### src/rtl/brisc_pkg.sv
// Shared core constants and types used by the multiplier pipe.
package brisc_pkg;

    localparam int unsigned XLEN      = 32;
    localparam int unsigned REG_BITS  = 5;
    localparam int unsigned MUL_DELAY = 5;

    typedef enum logic [1:0] {
        MUL    = 2'd0,
        MULH   = 2'd1,
        MULHSU = 2'd2,
        MULHU  = 2'd3
    } mul_op_e;

    // One pipeline slot; fields not yet meaningful at a given depth stay zero.
    typedef struct packed {
        mul_op_e             op;
        logic [REG_BITS-1:0] rd;
        logic [XLEN:0]       a;
        logic [XLEN:0]       b;
        logic [2*XLEN-1:0]   prod;
        logic [XLEN-1:0]     res;
    } mul_pay_t;

    function automatic logic [XLEN:0] mul_ext(logic [XLEN-1:0] v, logic sgn);
        return {sgn & v[XLEN-1], v};
    endfunction

    function automatic logic [XLEN-1:0] mul_select(mul_op_e op, logic [2*XLEN-1:0] p);
        return (op == MUL) ? p[XLEN-1:0] : p[2*XLEN-1:XLEN];
    endfunction

endpackage

### src/rtl/mul_pipe_stage.sv
// One pipeline slot: valid plus payload, held while stalled, cleared by reset.
module mul_stage #(
    parameter int unsigned W = 1
) (
    input  logic         clk,
    input  logic         reset,
    input  logic         hold_i,
    input  logic         valid_i,
    input  logic [W-1:0] data_i,
    output logic         valid_o,
    output logic [W-1:0] data_o
);

    logic         valid_q;
    logic [W-1:0] data_q;

    always_ff @(posedge clk) begin
        if (reset) begin
            valid_q <= 1'b0;
            data_q  <= '0;
        end else if (!hold_i) begin
            valid_q <= valid_i;
            data_q  <= data_i;
        end
    end

    assign valid_o = valid_q;
    assign data_o  = data_q;

endmodule

### src/rtl/mul_pipe.sv
// Fixed-latency RV32M multiplier on the A->C path; stall freezes every stage,
// flush only gates capture into stage 0.
module mul_pipe
    import brisc_pkg::*;
(
    input  logic                clk,
    input  logic                reset,
    input  logic                valid_A_in,
    input  mul_op_e             op_A_in,
    input  logic [XLEN-1:0]     rs1_val_A_in,
    input  logic [XLEN-1:0]     rs2_val_A_in,
    input  logic [REG_BITS-1:0] rd_A_in,
    input  logic                stall_A_in,
    input  logic                flush_A_in,
    output logic                valids_M_out [MUL_DELAY-1],
    output logic                valid_M_out,
    output logic [XLEN-1:0]     result_M_out,
    output logic [REG_BITS-1:0] rd_M_out
);

    if (MUL_DELAY < 2) begin : g_bad_delay
        $error("mul_pipe needs MUL_DELAY >= 2");
    end

    logic     valid_q [MUL_DELAY];
    mul_pay_t stage_q [MUL_DELAY];

    for (genvar g = 0; g < MUL_DELAY; g++) begin : g_stage
        mul_pay_t stage_d;
        logic     valid_d;

        if (g == 0) begin : g_capture
            // Operands widened by one bit so every op is a single signed multiply.
            always_comb begin
                stage_d      = '0;
                stage_d.op   = op_A_in;
                stage_d.rd   = rd_A_in;
                stage_d.a    = mul_ext(rs1_val_A_in, op_A_in != MULHU);
                stage_d.b    = mul_ext(rs2_val_A_in, (op_A_in == MUL) || (op_A_in == MULH));
            end
            assign valid_d = valid_A_in & ~flush_A_in;
        end else if (g == 1) begin : g_mul
            always_comb begin
                stage_d      = stage_q[0];
                stage_d.prod = 64'($signed(stage_q[0].a)) * 64'($signed(stage_q[0].b));
                if (g == MUL_DELAY - 1) begin
                    stage_d.res = mul_select(stage_d.op, stage_d.prod);
                end
            end
            assign valid_d = valid_q[0];
        end else begin : g_pass
            always_comb begin
                stage_d = stage_q[g-1];
                if (g == MUL_DELAY - 1) begin
                    stage_d.res = mul_select(stage_d.op, stage_d.prod);
                end
            end
            assign valid_d = valid_q[g-1];
        end

        mul_stage #(.W($bits(mul_pay_t))) u_stage (
            .clk     (clk),
            .reset   (reset),
            .hold_i  (stall_A_in),
            .valid_i (valid_d),
            .data_i  (stage_d),
            .valid_o (valid_q[g]),
            .data_o  (stage_q[g])
        );
    end

    for (genvar i = 0; i < MUL_DELAY - 1; i++) begin : g_occ
        assign valids_M_out[i] = valid_q[i];
    end

    assign valid_M_out  = valid_q[MUL_DELAY-1];
    assign result_M_out = stage_q[MUL_DELAY-1].res;
    assign rd_M_out     = stage_q[MUL_DELAY-1].rd;

endmodule

### config.mk
export PLATFORM = sky130hd
export DESIGN_NAME = mul_pipe
export DESIGN_NICKNAME = d
export VERILOG_FILES = /design/src/rtl/brisc_pkg.sv /design/src/rtl/mul_pipe_stage.sv /design/src/rtl/mul_pipe.sv
export SDC_FILE = /design/constraint.sdc
export NUM_CORES = 2
export LEC_CHECK = 0
export BUFFER_PORTS_ARGS = -buffer_cell sky130_fd_sc_hd__buf_4
export CAP_MARGIN = 5
export CORE_UTILIZATION = 60
export DETAILED_ROUTE_END_ITERATION = 16
export PLACE_DENSITY = 0.8
export RECOVER_POWER = 100
export SYNTH_ARGS = -nofsm -noshare
export SYNTH_HDL_FRONTEND = slang
export SYNTH_SLANG_ARGS = --single-unit
export TNS_END_PERCENT = 30
### constraint.sdc
create_clock -name clk -period 8 [get_ports clk]
set_input_delay 0 -clock clk [delete_from_list [all_inputs] [get_ports clk]]
set_output_delay 0 -clock clk [all_outputs]
set_load 0.01 [all_outputs]
-- Word-level counts from Yosys, hierarchy flattened
Index checks and enable logic that the tools add are counted.
- register bits: 656
- input port bits: 76
- output and inout bits: 42
- word-level logic and storage cells: 21
- multiply operators: 1
- equality and inequality tests: 2
- multiplexer cells: 1
- bitwise logic cells: 4
- reductions and logical operators: 3
- operator list (cell ; count):
    multiplier 33 x 33 -> 64 bit ; 1
    two-way mux 32 bit ; 1
    logical NOT 2 bit ; 2
    bitwise AND 1 bit ; 3
    equality test 2 x 1 -> 1 bit (second input constant) ; 1
    inequality test 2 bit (second input constant) ; 1
    logical OR 1 bit ; 1
    NOT 1 bit ; 1

-- Logic depth before layout (Yosys ltp)
- depth after elaboration: 3
- depth in mapped cells: 30
- gate-level depth less buffers: 27

-- Cells and area by module
A second synthesis with hierarchy kept.
- cells, all modules: 6924
- area total of the unflattened synthesis: 69201.4 µm²
- by module, submodules not included (module ; times used ; cells an instance ; area each (µm²) ; seq. area each (µm²)):
    mul_pipe ; 1 ; 4184 ; 38740.9 ; 0.0
    mul_stage ; 5 ; 548 ; 6092.1 ; 3403.3

-- Least setup slack after synthesis
No wires, ideal clock.
- kind: register to register
- start: register g_stage[0].u_stage.data_q[161]
- end: register g_stage[1].u_stage.data_q[92]
- library setup time: 0.123 ns
- arrival: 7.756 ns
- data required time: 7.877 ns
- setup slack: 0.122 ns
- stages on the path, launching flop included: 26
- path buffers: 2
- clock period less this slack: 7.878 ns
- path through: dfxtp_1 > clkbuf_1 > nand2_1 > inv_1 > fa_1 > fa_1 > fa_1 > inv_1 > fa_1 > inv_1 > fa_1 > fa_1 > fa_1 > inv_1 > fa_1 > inv_1 > ha_1 > clkbuf_1 > a21o_1 > a21oi_1 > a31o_2 > a41oi_1 > a221o_1 > a31oi_1 > xor2_1 > o21ai_0
- cells in the longest elaborated chain, start to end: 1
- ends and longest elaborated chain (item ; RTL line ; source):
    start, declared ; mul_pipe_stage.sv:15 ; logic [W-1:0] data_q;
    start signal, assigned ; mul_pipe_stage.sv:23 ; data_q <= data_i;
    multiplier 33 x 33 -> 64 bit ; mul_pipe.sv:45 ; stage_d.prod = 64'($signed(stage_q[0].a)) * 64'($signed(stage_q[0].b));
    end signal, assigned ; mul_pipe_stage.sv:23 ;
    end, declared ; mul_pipe_stage.sv:15 ;
No other way between the ends.
A chain may end at the register's enable or synchronous reset.

-- Worst setup path after layout
- start: register g_stage[0].u_stage.data_q[105]
- end: register g_stage[1].u_stage.data_q[95]
The elaborated chain is that of the path after synthesis.

==> load_flow_metrics.sql <==
INSERT INTO impl_metrics (metric_group, metric, value, unit) VALUES
('floorplan', 'core.rowCount', '105', ''),
('floorplan', 'num_io_pins', '118', ''),
('global_routing', 'overflow', '0', ''),
('global_routing', 'grt_pass1_wl', '215.0', 'mm'),
('run_status', 'failing_checks', 'capacitance limit, slew limit', ''),
('routing', 'wl', '132.2', 'mm'),
('critical_path', 'critPathKind', 'flop to flop', ''),
('logic_synthesis', 'synth.net_count', '6790', ''),
('critical_path', 'r2r-start', 'g_stage[0].u_stage.data_o[105]$_SDFFE_PP0N_', ''),
('clocking', 'numCtsBuffers', '38', ''),
('floorplan', 'core_area', '82240', 'sq um'),
('timing', 'worst_slew_pin_slew', '7.225', 'ns'),
('place', 'pre_cts_slack', '0.02549', 'ns'),
('worst_hold_path', 'timing.hold.worst.class', 'input port to flop', ''),
('layout', 'nNetsFinal', '6949', ''),
('critical_path', 'critPathRequiredTime', '8.50', 'ns'),
('timing', 'worst_slew_margin_rel', '-381.6', '%'),
('layout', 'design_area', '55690', 'sq um'),
('pwr', 'p_per_area', '164.6', 'nW/um^2'),
('pwr', 'power.sequential.fraction', '21.4', '%'),
('critical_path', 'worst_setup_path_end_kind', 'flop', ''),
('timing', 'setup_viol_count_final', '0', ''),
('global_routing', 'initial_antenna_violation_count', '3', ''),
('clocking', 'insertion_delay', '0.60', 'ns'),
('critical_path', 'worstPathArrival', '8.27', 'ns'),
('run_status', 'outcome', 'complete, but fails checks', ''),
('logic_synthesis', 'synth_area_per_cell', '9.302', 'sq um'),
('critical_path', 'worst_r2r_end', 'g_stage[1].u_stage.data_o[95]$_SDFFE_PP0N_', ''),
('layout', 'area_growth_syn_to_layout', '11.35', '%'),
('floorplan', 'die-area', '84520', 'sq um'),
('routing', 'routed_wire_length_per_instance', '19.92', 'um'),
('worst_hold_path', 'hp-start', 'rs1_val_A_in[3]', ''),
('layout', 'fillerInstances', '6100', ''),
('floorplan', 'fp.dieH', '290.7', 'um'),
('place', 'portBuffers', '117', ''),
('pwr', 'switching_power_share_of_the_total', '43.09', '%'),
('global_routing', 'number_of_global_route_vias_before_repair', '40560', ''),
('timing', 'holdWs', '0.1866', 'ns'),
('pwr', 'internal_power', '5.218', 'mW'),
('pwr', 'clkPwrFrac', '21.2', '%'),
('timing', 'final_max_slew_viol_count', '104', ''),
('clocking', 'clk_pin_slew_worst_paths', '0.07', 'ns'),
('timing', 'final_min_period_over_clock_period', '97.14', '%'),
('timing', 'setup_ws', '0.2286', 'ns'),
('global_routing', 'grt_max_degree', '167', ''),
('timing', 'hold_viol', '0', ''),
('pwr', 'vdd_ir_drop_max', '0.1728', 'mV'),
('global_routing', 'grt_use_total', '32.54', '%'),
('pwr', 'power.share.combinational', '57.4', '%'),
('timing', 'timing.setup.tns', '0', 'ns'),
('logic_synthesis', 'yosys_warnings', '0', ''),
('logic_synthesis', 'synthesis.instances', '5377', ''),
('pwr', 'static-leakage-power', '27.90', 'nW'),
('floorplan', 'initial_standard_cell_utilization_of_the_core', '60.81', '%'),
('routing', 'drt_first_pass_iters', '6', ''),
('logic_synthesis', 'asyncSetResetFlopFracSynth', '0', '%'),
('timing', 'clock_skew', '0.05219', 'ns'),
('floorplan', 'die_width', '290.7', 'um'),
('pwr', 'psw', '3.951', 'mW'),
('critical_path', 'r2r_cells', '24', ''),
('clocking', 'cts_num_sinks', '328', ''),
('critical_path', 'ff2ff_setup_slack', '0.23', 'ns'),
('run', 'maxCapViolations', '1', ''),
('clocking', 'cts_tree', 'done', ''),
('critical_path', 'timing.critical_path.slowest_stage_cell', 'fa_2', ''),
('timing', 'final_period_demand_of_the_worst_path', '7.771', 'ns'),
('critical_path', 'cp-startpoint', 'g_stage[0].u_stage.data_o[105]$_SDFFE_PP0N_', ''),
('critical_path', 'crit_path_frequent_cell', 'fa_1', ''),
('timing', 'max_freq', '128.7', 'MHz'),
('routing', 'postRouteAntennaNets', '0', ''),
('place', 'gp_routability_congestion', '0.9205', '');
## final cells by class
cell class / instances / area (sq um) / area share (%)
multi-input combinational: 3632 / 38200 / 68.60
sequential: 328 / 6590 / 11.83
inverter: 1094 / 4114 / 7.387
timing repair buffer: 442 / 4056 / 7.284
tap: 1070 / 1339 / 2.404
clock buffer: 51 / 1070 / 1.921
clock inverter: 18 / 311.5 / 0.5594
antenna: 2 / 5.005 / 0.008987
## cells by family (layout without fill, tap and decap cells)
| logic type | Yosys count | count (layout) | share of synthesized area, % |
|---|---|---|---|
| AND/OR/NAND/NOR | 1630 | 1630 | 15.42 |
| other | 0 | 2 | 0 |
| adder cells (fa/ha/maj) | 1337 | 1337 | 50.33 |
| flip-flops | 328 | 328 | 13.13 |
| multiplexers | 247 | 247 | 4.943 |
| XOR/XNOR | 75 | 75 | 1.313 |
| AO/OA/AOI/OAI | 343 | 343 | 4.165 |
| buffers and inverters | 1417 | 1605 | 10.69 |
## stage by stage
stage	power, mW	util (%)	cells
CTS	9.058	67.66	6629
global route	9.863	67.71	6635
finish	9.169	67.71	6637
floorplan	5.268	-	5377
detailed placement	7.040	64.59	6446
global placement	6.907	64.59	6446
## registers in the layout (all words and copies together), names as in the netlist
| signal | flops |
|---|---|
| g_stage.u_stage.data_o | 323 |
| g_stage.u_stage.valid_o | 5 |
## power groups by stage
stage                     logic, mW  clock network (mW)  registers [mW]
final                          5.26                1.95            1.96
after global routing           5.86                2.03            1.97
after CTS                      5.12                1.98            1.95
after detailed placement       5.05                   0            1.99
after global placement         4.92                   0            1.98
after floorplan                3.35                   0            1.92
## how the worst min path moves through the flow
stage          cells past startpoint  slack [ns]                                          end
2_1_floorplan                      2        0.14  g_stage[0].u_stage.data_o[100]$_SDFFE_PP0N_
3_3_place_gp                       3        0.23  g_stage[0].u_stage.data_o[141]$_SDFFE_PP0N_
3_5_place_dp                       3        0.24  g_stage[0].u_stage.data_o[165]$_SDFFE_PP0N_
4_1_cts                            3        0.11      g_stage[3].u_stage.valid_o$_SDFFE_PP0N_
5_1_grt                            4        0.21  g_stage[0].u_stage.data_o[132]$_SDFFE_PP0N_
6_report                           4        0.19  g_stage[0].u_stage.data_o[132]$_SDFFE_PP0N_
## layer usage
metal | up-vias | GRT usage, % | part of all wire (%) | wire (um)
met1 | 18780 | 40.89 | 38 | 49960
met4 | 0 | 13.61 | 4.7 | 6199
met5 | - | 0 | 0 | 0
li1 | 16130 | - | - | -
met2 | 1726 | 54.94 | 48 | 63790
met3 | 396 | 6.508 | 9.3 | 12280
## critical path: cells and delay by family, from the launching register on
| kind | cells | cell delay (ns) |
|---|---|---|
| adder cells (fa/ha/maj) | 8 | 4.49 |
| XOR/XNOR | 5 | 1.03 |
| buffers and inverters | 6 | 0.80 |
| AO/OA/AOI/OAI | 3 | 0.73 |
| flip-flops | 1 | 0.34 |
| AND/OR/NAND/NOR | 2 | 0.24 |
## synth_stat cells (26+ instances only)
library cell / n / share of area [%]
a21o_1: 35 / 0.53
dfxtp_1: 328 / 13
nor2_1: 381 / 2.9
xor2_1: 29 / 0.51
ha_1: 212 / 5.3
and2_1: 546 / 6.8
nand2_1: 610 / 4.6
mux2i_1: 247 / 4.9
fa_1: 1125 / 45
a21oi_1: 153 / 1.5
o21ai_0: 76 / 0.76
buf_1: 26 / 0.20
inv_1: 1094 / 8.2
nor2b_1: 29 / 0.36
xnor2_1: 46 / 0.81
clkbuf_1: 282 / 2.1
## cell usage in the layout, fill, tap and decap left out, types with 35 or more instances in the layout
cell and instances:
fa_1 1119, clkbuf_16 38, clkbuf_1 49, dlygate4sd3_1 114, and2_1 545, dfxtp_1 313, xnor2_1 45, o21ai_0 75
nor2_1 380, buf_12 47, a21oi_1 149, ha_1 212, a21o_1 35, mux2i_1 247, inv_1 1092, buf_4 232
nand2_1 608
## repair_timing
action / 4_1_cts / 5_1_grt
gates resized for setup: 2 / 53
setup endpoints to repair: 1 / 24
hold buffers: 114 / 0
hold endpoints to repair: 86 / 0
pin swaps: 0 / 7
buffers inserted: 0 / 6
gates cloned: 0 / 0
No activity file was read; power rests on OpenSTA's default activity.
